## config.mk

```make
export PLATFORM = sky130hd
export DESIGN_NAME = svc_rv_hazard_sb
export DESIGN_NICKNAME = d
export VERILOG_FILES = /design/src/rtl/svc_rv_hazard_sb.sv
export SDC_FILE = /design/constraint.sdc
export NUM_CORES = 1
export LEC_CHECK = 0
export BUFFER_PORTS_ARGS = -buffer_cell sky130_fd_sc_hd__buf_2
export CAP_MARGIN = 20
export CORE_ASPECT_RATIO = 1.25
export CORE_MARGIN = 3
export CORE_UTILIZATION = 45
export DETAILED_ROUTE_END_ITERATION = 10
export PLACE_DENSITY = 0.81
export SLEW_MARGIN = 15
export SYNTH_ARGS = -nofsm -noshare
export SYNTH_HDL_FRONTEND = slang
export SYNTH_SLANG_ARGS = --single-unit
export TNS_END_PERCENT = 50
```

## constraint.sdc

```tcl
create_clock -name clk -period 3.1 [get_ports clk]
set_input_delay 0.31 -clock clk [delete_from_list [all_inputs] [get_ports clk]]
set_output_delay 0.31 -clock clk [all_outputs]
set_load 0.1 [all_outputs]
```

## src/rtl/svc_rv_hazard_sb.sv

```systemverilog
// Producer-side hazard detection and long-latency scoreboard for the RV pipeline.
// Drives IF/ID stalls and the EX bubble until a needed value becomes forwardable.
module svc_rv_hazard_sb #(
    parameter int MEM_TYPE = 0,
    parameter int MAX_LONG = 2,
    parameter int CNT_W    = 16
) (
    input  logic             clk,
    input  logic             rst_n,
    input  logic [4:0]       rs1_id,
    input  logic [4:0]       rs2_id,
    input  logic [4:0]       rd_id,
    input  logic             reg_write_id,
    input  logic             long_op_id,
    input  logic             issue,
    input  logic             flush,
    input  logic [4:0]       rd_ex,
    input  logic             reg_write_ex,
    input  logic [2:0]       res_src_ex,
    input  logic [4:0]       rd_mem,
    input  logic             reg_write_mem,
    input  logic [2:0]       res_src_mem,
    input  logic             lo_done,
    input  logic [4:0]       lo_rd,
    output logic             stall_if,
    output logic             stall_id,
    output logic             bubble_ex,
    output logic             lo_full,
    output logic [31:0]      pending,
    output logic [CNT_W-1:0] stall_cnt
);

    localparam int LW = (MAX_LONG < 2) ? 1 : $clog2(MAX_LONG + 1);

    logic [31:0]      pending_q, pending_d;
    logic [LW-1:0]    lo_cnt_q, lo_cnt_d;
    logic [CNT_W-1:0] stall_cnt_q;
    logic             m_ex, m_mem;
    logic             h_sb, h_waw, h_full, h_ld, h_csr, h_bram, hz, stall;
    logic             sb_set, sb_clr;

    always_comb begin
        m_ex  = (rd_ex  != 5'd0) && ((rd_ex  == rs1_id) || (rd_ex  == rs2_id));
        m_mem = (rd_mem != 5'd0) && ((rd_mem == rs1_id) || (rd_mem == rs2_id));

        h_sb   = ((rs1_id != 5'd0) && pending_q[rs1_id]) ||
                 ((rs2_id != 5'd0) && pending_q[rs2_id]);
        h_waw  = long_op_id && reg_write_id && (rd_id != 5'd0) && pending_q[rd_id];
        h_full = long_op_id && lo_full;
        h_ld   = reg_write_ex && (res_src_ex == 3'd1) && m_ex;
        h_csr  = (reg_write_ex  && (res_src_ex  == 3'd4) && m_ex) ||
                 (reg_write_mem && (res_src_mem == 3'd4) && m_mem);
        h_bram = (MEM_TYPE == 1) && reg_write_mem && (res_src_mem == 3'd1) && m_mem;

        hz    = h_sb || h_waw || h_full || h_ld || h_csr || h_bram;
        // Gated by rst_n so the pipeline never sees a stall while reset is held.
        stall = hz && !flush && rst_n;
    end

    assign stall_if  = stall;
    assign stall_id  = stall;
    assign bubble_ex = stall;
    assign lo_full   = (lo_cnt_q == LW'(MAX_LONG));
    assign pending   = pending_q;
    assign stall_cnt = stall_cnt_q;

    always_comb begin
        sb_set = issue && !hz && !flush && long_op_id && reg_write_id && (rd_id != 5'd0);
        sb_clr = lo_done && (lo_rd != 5'd0) && pending_q[lo_rd];

        // Set is applied after clear so it wins on a same-register collision.
        pending_d = pending_q;
        if (sb_clr) pending_d[lo_rd] = 1'b0;
        if (sb_set) pending_d[rd_id] = 1'b1;
        pending_d[0] = 1'b0;

        lo_cnt_d = lo_cnt_q;
        if (sb_set && !sb_clr) lo_cnt_d = lo_cnt_q + LW'(1);
        else if (sb_clr && !sb_set) lo_cnt_d = lo_cnt_q - LW'(1);
    end

    always_ff @(posedge clk or negedge rst_n) begin
        if (!rst_n) begin
            pending_q   <= '0;
            lo_cnt_q    <= '0;
            stall_cnt_q <= '0;
        end else begin
            pending_q <= pending_d;
            lo_cnt_q  <= lo_cnt_d;
            if (stall && (stall_cnt_q != '1))
                stall_cnt_q <= stall_cnt_q + CNT_W'(1);
        end
    end

endmodule
```

==> results.md, run 1 <==
- Synth Area in Simple Gates: 0.163
- Die width: 87.3 microns
- CP cell instances: mux4_2 -> mux4_2 -> nor2b_4 -> a21oi_4 -> nand4_4 -> or4b_4 -> buf_4 -> o31ai_1
- Initial core utilization: 0.470
- Mux cell area share after synthesis: 0.190
- Worst skew pair latency: 0.31 ns
- Post-Synth XOR/XNOR Area: 0.0871
- Layout area overhead: 23.3%
- Layout cells sized above 1: 0.411
- CTS Buf Count: 5
- Max IR drop VDD: 0.817 mV
- Initial DRC Count: 486
- CORE AREA: 7930 sq um
- Critical path depth in cells: 8
- Vias after detailed routing: 3645
- Tmin final: 3.04 ns
- N_diodes: 0
- Fin nets: 513
- DP HPWL: 8730 microns
- Initial antenna violation count: 0
- Max capacitance violation total: 0
- PD cells: 531 nW/um^2
- Syn Inst Count: 371
- Slew margin rel.: 0.574
- Post-synth design cell area: 3720 sq um
- Clock Skew: 0.0174 ns
- Commonest non-fill, non-tap cell in the layout: buf_2
- # IOs: 97
- RSZ-0062 raised after global routing: no
- Die Height: 108 microns
- Commonest non-fill, non-tap cells in the layout: 92 x buf_2, 34 x o31ai_1, 31 x o21ai_0, 24 x dfrtp_2
- Detail Route Antenna Nets: 0
- HP Class: in -> async
- Htree depth: 2
- Status: complete, no violations
- Slew Limit Fails: 0
- Yosys warns: 0
- Register area share after synthesis: 0.329
- Clk sinks: 49
- Crit Path Class: reg -> reg
- Port Buf Inserts: 95
- Max frequency: 0.329 GHz
- Routed WL: 11700 microns
- # rows: 36
- Async SR Flop Fraction: 1.00
- GP Congestion: 0.935
- Die ar.: 9410 sq um
- TritonCTS clock tree: done
- Worst r2r path cells: 8
- Area contributors post-synth: dfrtp_1 33%, mux4_2 11%, o31ai_1 6.9%
- Final setup margin: 0.0587 ns
- Final setup vio count: 0
- DRC viols: 0
- CP top delay family: multiplexers
- Critical Path RT: 3.29 ns
- Cell mode on critical path: mux4_2
- Hold WS: 0.140 ns
- Ys flop type: dfrtp_1
- CP Capture Type: register
- Synth Area in Compound Gates: 0.173
- Syn Nets: 418
- Worst-margin pin slew: 0.638 ns
- Setup bufs post-CTS: 0
- Lkg Pwr: 0.00198 uW
- Clk buf depth: 2
- Final Hold Fails: 0
- Largest stage delay, worst path: 0.51 ns
- Final period util: 0.981
- Clock-pin slew on the worst setup and hold paths: 0.10 ns
- Yosys top cell area share: 0.329
- Largest net degree at the start of global routing: 51
- Slowest-stage cell, CP: or4b_4
- Drt pass-1 iters: 6
- Routed WL per cell: 20.8 microns
- Synthesized area per cell: 10.0 sq um
- Vias in the first global route: 3671
- Critical path fanouts, max: 31
- Yosys top cell by area: dfrtp_1
- Synth Area in Adders: 0.00672
- Largest family of logic cells by synthesized area: multiplexers
- Total grt overflow: 0
- Netlist cell types: 54
- WP buf/inv: 1
- Total track usage: 0.249
- Via/cell ratio: 6.49
- Critical Path AT: 3.23 ns
- Post-synthesis register bit count: 49
- Post-synth EDFFs: 0
- First-pass GRT wire length: 18400 microns
- Clock root cell: clkbuf_8
- Startpoint Class: register
- DP Worst Slack: 0.0333 ns
per-layer routing:
metal,GRT usage,routed length [microns]
met1,0.299,4340
met2,0.423,5660
met3,0.0490,1160
met4,0.117,522
met5,0,0
synth_stat cells, types with 5 or more instances:
library cell   n
o31ai_1       34
nor3_1         7
nand3_1       16
nand3b_1       8
buf_1          5
clkbuf_1      16
nand2b_1       6
nor2_1         9
o21ai_0       31
nand2_1       16
a21oi_1        7
dfrtp_1       49
inv_1          6
mux4_2        19
nand4_1        7
xnor2_1       23
xor2_1        14
mux2i_1       23
nor2b_1        8
and3_1         6
cell families (layout without fill, tap and decap cells):
kind of cell,count (synthesis),in the layout
AOI/OAI and AO/OA,97,97
xor gates and xnor gates,37,37
adders and majority gates,2,2
buffers and inverters,37,133
DFF,49,49
muxes,45,45
other,1,1
and+or+nand+nor,103,103
per-stage QoR:
step / total power (uW) / setup TNS (ns) / instance area [sq um] / cells / util
after global placement: 1880 / 0 / 4450 / 554 / 0.562
after floorplan: 1640 / -0.306 / 3800 / 371 / -
after CTS: 2440 / 0 / 4590 / 562 / 0.579
after detailed placement: 1900 / 0 / 4450 / 554 / 0.562
final: 2440 / 0 / 4590 / 562 / 0.579
after global routing: 2530 / 0 / 4590 / 562 / 0.579
sequential cells by signal, indices dropped and copies added (netlist names):
signal	cells
lo_cnt_q	2
stall_cnt	16
pending	31
worst reg2reg max path, stage by stage, from the launching register on:
cell     delay, ns
dfrtp_4       0.49
mux4_2        0.48
mux4_2        0.48
nor2b_4       0.15
a21oi_4       0.13
nand4_4       0.11
or4b_4        0.51
buf_4         0.26
o31ai_1       0.32
worst paths after layout:
path	endpoint	slack, ns	from
setup / recovery	pending[12]	0.06	pending[13]
hold / removal	pending[28]	0.14	rst_n
setup reg to reg	pending[12]	0.06	pending[13]
hold reg to reg	stall_cnt[14]	0.49	stall_cnt[14]
max in group asynchronous	pending[9]	2.47	rst_n
min in group clk	stall_cnt[2]	0.40	flush
repair_timing:
action                                  4_1_cts  5_1_grt
endpoints found under the setup margin        0        9
gates resized for setup                       0        1
hold buffers                                  0        0
report_power, final:
part | switching (uW) | internal [uW]
Clock | 224 | 321
Combinational | 802 | 276
Sequential | 93.9 | 720
cell type report:
| cell class | count | area (sq um) |
|---|---|---|
| clock buffer | 5 | 68.8 |
| clock inverter | 3 | 65.1 |
| tap | 95 | 119 |
| multi-input combinational | 285 | 2340 |
| fill | 676 | 3340 |
| inverter | 7 | 26.3 |
| sequential | 49 | 1280 |
| timing repair buffer | 118 | 693 |
No activity file was read; power rests on OpenSTA's default activity.
==> run 2, diff against run 1 <==
Settings changed: ABC_AREA from default to 1, CORE_MARGIN 3 to default, PLACE_DENSITY 0.81 to 0.79.
==> run 2 against run 1 <==
Net effect: final cell count rose by 73%; flip-flop and latch count unchanged; highest routed layer unchanged; worst setup slack better by 0.28 ns; largest cell class unchanged; combinational power barely moved; count of clock-buffer cells in the layout unchanged; final area is 20% higher; power shrank 0.47%.
==> results.md, run 2 <==
- Status: complete, no violations
- Yosys top cell by area: dfrtp_1
- Clock Skew: 0.00608 ns (-0.0114 ns)
- DRC viols: 0 (unchanged)
- TritonCTS clock tree: done
- Layout area overhead: 16.4%
- Layout cells sized above 1: 0.227 (-0.184)
- Clk sinks: 49 (unchanged)
- Vias after detailed routing: 5372 (+47%)
- Ys flop type: dfrtp_1
- Die width: 93.7 microns (+7.3%)
- Slew margin rel.: 0.513 (-0.0618)
- Critical Path Start: pending[21]
- Slew Limit Fails: 0 (unchanged)
- N_diodes: 0 (unchanged)
- DP HPWL: 10900 microns (+25%)
- Worst Setup EP: stall_if
- Netlist cell types: 37 (-31%)
- Startpoint Class: register
- Worst r2r path cells: 17 (+9)
- HP Class: in -> async
- Post-synth design cell area: 4730 sq um (+27%)
- Critical Path AT: 2.45 ns (-0.78 ns)
- Final setup margin: 0.343 ns (+0.285 ns)
- Critical path fanouts, max: 32 (+3.2%)
- Initial core utilization: 0.466 (-0.00366)
- Crit Path Class: reg -> out
- Tot Pwr: 2430 uW (-0.47%)
- DP Worst Slack: 0.400 ns (+0.366 ns)
- Total track usage: 0.285 (+0.0353)
- CORE AREA: 10200 sq um (+28%)
- RSZ-0062 raised after global routing: no
- Total grt overflow: 0 (unchanged)
- Lkg Pwr: 0.00287 uW (+45%)
- Syn Nets: 816 (+95%)
- Cts hold-fix bufs: 0 (unchanged)
- Routed WL per cell: 15.3 microns (-26%)
- Clk buf depth: 2 (unchanged)
- Final Hold Fails: 0 (unchanged)
- Routed WL: 14900 microns (+28%)
- Setup bufs post-CTS: 0 (unchanged)
- Syn Inst Count: 769 (+110%)
- Initial DRC Count: 401 (-17%)
- Final period util: 0.889 (-0.0919)
- Detail Route Antenna Nets: 0 (unchanged)
- Fin nets: 892 (+74%)
- Area contributors post-synth: dfrtp_1 26%, nand2_1 23%, nand3_1 8.4%
- Synthesized area per cell: 6.15 sq um (-39%)
- Via/cell ratio: 5.51 (-15%)
- CTS Buf Count: 5 (unchanged)
- Clock root cell: clkbuf_16
- Async SR Flop Fraction: 1.00 (unchanged)
- FF-to-FF setup slack: 0.63 ns (+0.57 ns)
- Max IR drop VDD: 0.707 mV (-13%)
- Die ar.: 10900 sq um (+16%)
- Initial antenna violation count: 0 (unchanged)
- Worst r2r src: pending[21]
- Die Height: 117 microns (+8.3%)
- Cts repair resizes: 0 (unchanged)
- Commonest non-fill, non-tap cell in the layout: nand2_1
- Synth cell count leaders: 289 x nand2_1, 79 x nand3_1, 66 x inv_1, 66 x nor2_1, 49 x dfrtp_1
- Drt pass-1 iters: 6 (unchanged)
- Largest net degree at the start of global routing: 50 (-2.0%)
- Port Buf Inserts: 95 (unchanged)
- Max capacitance violation total: 0 (unchanged)
- GP Congestion: 0.962 (+2.9%)
- Tmin final: 2.76 ns (-0.285 ns)
- Commonest non-fill, non-tap cells in the layout: 289 x nand2_1, 92 x buf_2, 79 x nand3_1, 66 x inv_1, 64 x nor2_1
- Yosys top cell area share: 0.259 (-0.0703)
- First-pass GRT wire length: 24300 microns (+32%)
- Htree depth: 2 (unchanged)
- CP Capture Type: output pin
- Yosys warns: 0 (unchanged)
- PD cells: 440 nW/um^2 (-17%)
- Final setup vio count: 0 (unchanged)
- Max frequency: 0.363 GHz (+10%)
- Register area share after synthesis: 0.259 (-0.0703)
- # rows: 41 (+14%)
- Reg-to-reg endpoint: lo_cnt_q[1]
- Count leader, synth: nand2_1
- Vias in the first global route: 5051 (+38%)
- # IOs: 97 (unchanged)
- Clock-pin slew on the worst setup and hold paths: 0.07 ns (-0.03 ns)
- Largest register FFs: 31 (unchanged)
- Critical Path RT: 2.79 ns (-0.50 ns)
- Worst-margin pin slew: 0.726 ns (+0.0872 ns)
- Setup_tns: 0 ns (unchanged)
- Post-synthesis register bit count: 49 (unchanged)
- Post-synth EDFFs: 0 (unchanged)
- Worst skew pair latency: 0.30 ns (about the same)
run 2: changes by cell type in the layout (fill, tap and decap cells not counted), sizes merged, moves of 14 or more:
cell,before,now
a22oi,0,14
inv,7,75
mux2i,23,0
mux4,20,0
nand2,16,310
nand3,16,81
nor2,9,74
nor3,7,23
o31ai,34,0
run 2: cells by family (layout without fill, tap and decap cells):
| family | Yosys count | count (layout) | synth area share |
|---|---|---|---|
| simple gates | 510 | 510 | 0.476 |
| buf+inv | 111 | 188 | 0.117 |
| compound gates | 66 | 66 | 0.0859 |
| flops | 49 | 49 | 0.259 |
| xor+xnor | 30 | 30 | 0.0555 |
| fa+ha+maj | 2 | 2 | 0.00529 |
| other cells | 1 | 1 | 0.000792 |
run 2: metrics by stage:
| step | std cells | hold slack (ns) | cell area [sq um] | utilization |
|---|---|---|---|---|
| after floorplan | 769 | 0.0144 | 4860 | - |
| after global placement | 967 | 0.517 | 5360 | 0.527 |
| after detailed placement | 967 | 0.522 | 5360 | 0.527 |
| after CTS | 975 | 0.211 | 5500 | 0.542 |
| after global routing | 975 | 0.230 | 5510 | 0.542 |
| final | 975 | 0.170 | 5510 | 0.542 |
run 2: routing by layer:
layer	global-route usage	part of all wire	vias to the layer above	wire [microns]
li1	-	-	2601	-
met1	0.335	0.40	2456	5900
met2	0.499	0.48	272	7170
met3	0.0475	0.090	43	1340
met4	0.141	0.034	0	510
met5	0	0	-	0
run 2: final cells by class:
class,instances,area (sq um)
Sequential cell,49,1340
Fill cell,1054,4650
Timing Repair Buffer,105,596
Clock inverter,3,22.5
Clock buffer,5,125
Tap cell,129,161
Inverter,75,287
Multi-Input combinational cell,609,2980
run 2: worst min-delay path by stage:
stage / start / endpoint / slack (ns)
after detailed placement: stall_cnt[7] / stall_cnt[7] / 0.52
after CTS: rst_n / pending[18] / 0.21
after global placement: rst_n / pending[20] / 0.52
after floorplan: rst_n / lo_cnt_q[0] / 0.01
final: rst_n / pending[25] / 0.17
after global routing: rst_n / pending[17] / 0.23
run 2: report_power, final:
| group | internal [uW] | switching [uW] |
|---|---|---|
| Clock | 301 | 260 |
| Sequential | 712 | 102 |
| Combinational | 224 | 825 |
| Total | 1240 | 1190 |
run 2: worst max-delay path, cell delays in order (launching register included):
cell	delay (ns)
dfrtp_4	0.51
inv_1	0.09
nand2_1	0.06
nand3_1	0.09
nand2_1	0.06
nand2_1	0.05
nand2_1	0.05
inv_1	0.04
nand2_1	0.06
nand2_1	0.06
nand2_1	0.05
nor2_2	0.24
nand2_8	0.16
inv_4	0.29
nor3_4	0.13
buf_12	0.19
==> run 3, diff against run 2 <==
Settings changed: MAX_ROUTING_LAYER from default to met4.
==> run 3 against run 2 <==
Net effect: flip-flop and latch count did not move; count of clock-buffer cells in the layout did not move; final area barely moved; combinational power about the same; fmax fell by 0.22%; worst hold slack got worse by 0.0031 ns; utilization about the same; die area unchanged; power is 0.46% higher; non-clock buffer count stayed put; critical endpoint is now stall_id; clock power rose by 1%; critical path type is now in -> out.
==> results.md, run 3 (synthesis results as in run 2) <==
- DP Cell Count: 967 (unchanged)
- Worst-margin pin slew: 0.698 ns (-0.0275 ns)
- DP HPWL: 11100 microns (+2.0%)
- Via/cell ratio: 5.52 (+0.24%)
- Final setup vio count: 0 (unchanged)
- FF-to-FF setup slack: 0.67 ns (+0.04 ns)
- Layout area overhead: 16.5% (about the same)
- Commonest non-fill, non-tap cells in the layout: 289 x nand2_1, 92 x buf_2, 79 x nand3_1, 66 x inv_1, 64 x nor2_1
- TritonCTS clock tree: done
- Initial DRC Count: 391 (-2.5%)
- Routed WL: 15200 microns (+1.5%)
- Lkg Pwr: 0.00286 uW (-0.12%)
- Setup bufs post-CTS: 0 (unchanged)
- CP cell instances: buf_2 -> inv_2 -> nor2_1 -> nand2_1 -> nand3_1 -> nand2_1 -> nand2_1 -> nor2_2 -> a21oi_4 -> nor2_4 -> nand2_8 -> inv_4 -> nor3_4 -> buf_12
- CTS Buf Count: 5 (unchanged)
- Area occupied by multi-input gates: 2980 sq um (unchanged)
- DR top layer: met4
- Max capacitance violation total: 0 (unchanged)
- CP Capture Type: output pin
- Finished Layout Cells: 975 (unchanged)
- Max IR drop VDD: 0.608 mV (-14%)
- Tmin final: 2.76 ns (+0.00598 ns)
- Clock root cell: clkbuf_16
- Commonest non-fill, non-tap cell in the layout: nand2_1
- Clock Skew: 0.00752 ns (+0.00144 ns)
- HP Class: in -> async
- Largest stage delay, worst path: 0.40 ns (-0.11 ns)
- Critical Path Start: rd_id[0]
- Reg-to-reg endpoint: lo_cnt_q[1]
- RSZ-0062 raised after global routing: no
- Crit Path Class: in -> out
- WL met1: 6200 microns (+5.2%)
- Met2 wire len: 7070 microns (-1.5%)
- Total track usage: 0.295 (+0.0103)
- Largest register FFs: 31 (unchanged)
- Final period util: 0.891 (+0.00193)
- Fin nets: 892 (unchanged)
- Critical path fanouts, max: 32 (unchanged)
- Critical Path RT: 2.79 ns (about the same)
- Clk sinks: 49 (unchanged)
- Slew margin rel.: 0.534 (+0.0209)
- First-pass GRT wire length: 24300 microns (+0.17%)
- Slew Limit Fails: 0 (unchanged)
- Met3 wire len: 1170 microns (-13%)
- Initial core utilization: 0.466 (unchanged)
- Cell mode on critical path: nand2_1
- CORE AREA: 10200 sq um (unchanged)
- Worst Setup EP: stall_id
- # IOs: 97 (unchanged)
- Worst skew pair latency: 0.30 ns (about the same)
- Startpoint Class: primary input
- Layout cells sized above 1: 0.227 (unchanged)
- GP Congestion: 0.990 (+3.0%)
- Cts repair resizes: 0 (unchanged)
- Total grt overflow: 0 (unchanged)
- Worst r2r path cells: 15 (-2)
- Clk buf depth: 2 (unchanged)
- Final Hold Fails: 0 (unchanged)
- Die Height: 117 microns (unchanged)
- Largest net degree at the start of global routing: 50 (unchanged)
- Max frequency: 0.362 GHz (-0.22%)
- Clock-pin slew on the worst setup and hold paths: 0.07 ns (about the same)
- Initial antenna violation count: 0 (unchanged)
- N_diodes: 0 (unchanged)
- Register area: 1340 sq um (unchanged)
- Worst r2r src: pending[12]
- Status: complete, no violations
- DRC viols: 0 (unchanged)
- Htree depth: 2 (unchanged)
- Vias in the first global route: 5044 (-0.14%)
- PD cells: 442 nW/um^2 (+0.41%)
- Die width: 93.7 microns (unchanged)
- Drt pass-1 iters: 5 (-1)
- Vias after detailed routing: 5385 (+0.24%)
- Slowest-stage cell, CP: nor3_4
- Routed WL per cell: 15.5 microns (+1.5%)
- Port Buf Inserts: 95 (unchanged)
- Die ar.: 10900 sq um (unchanged)
- Hold WS: 0.167 ns (-0.00309 ns)
- Detail Route Antenna Nets: 0 (unchanged)
- Cts hold-fix bufs: 0 (unchanged)
- Critical Path AT: 2.45 ns (about the same)
- Fillers: 1056 (+0.19%)
- # rows: 41 (unchanged)
-- run 3: changes by cell type in the layout (fill, tap and decap cells not counted), sizes merged --
cell and change:
clkinv -2, clkinvlp +1, inv +1
-- run 3: how the worst min path moves through the flow --
stage | end | start | cells past startpoint | slack (ns)
after floorplan | lo_cnt_q[0] | rst_n | 0 | 0.01
after global placement | pending[25] | rst_n | 2 | 0.51
after detailed placement | stall_cnt[7] | stall_cnt[7] | 2 | 0.52
after CTS | pending[25] | rst_n | 2 | 0.21
after global routing | pending[25] | rst_n | 2 | 0.23
final | pending[25] | rst_n | 2 | 0.17
-- run 3: power breakdown --
group	switching [uW]	internal, uW
sequential	104	712
clock	263	304
combinational	828	225
total	1200	1240
-- run 3: routing by layer --
layer	vias to the layer above	track usage
li1	2599	-
met1	2463	0.347
met2	267	0.486
met3	56	0.0365
met4	0	0.167
met5	-	-
-- run 3: stage by stage --
stage	power (uW)	instance area (sq um)	setup slack, ns	TNS, ns	utilization
6_report	2440	5510	0.338	0	0.543
5_1_grt	2550	5510	0.167	0	0.543
4_1_cts	2450	5510	0.348	0	0.542
3_5_place_dp	1880	5360	0.366	0	0.527
3_3_place_gp	1860	5360	0.395	0	0.527
2_1_floorplan	1660	4860	-0.00256	-0.00511	-
-- run 3: worst max-delay path: cells and delay by family --
kind                   cells  cell delay [ns]
AOI/OAI and AO/OA          1             0.16
buffers and inverters      4             0.89
and+or+nand+nor            9             1.07
-- run 3: final cells by class --
class	count	area share
clock buffer	5	0.0227
timing repair buffer	105	0.108
inverter	75	0.0520
clock inverter	3	0.00454
sequential	49	0.243
multi-input combinational	609	0.540
tap	129	0.0293
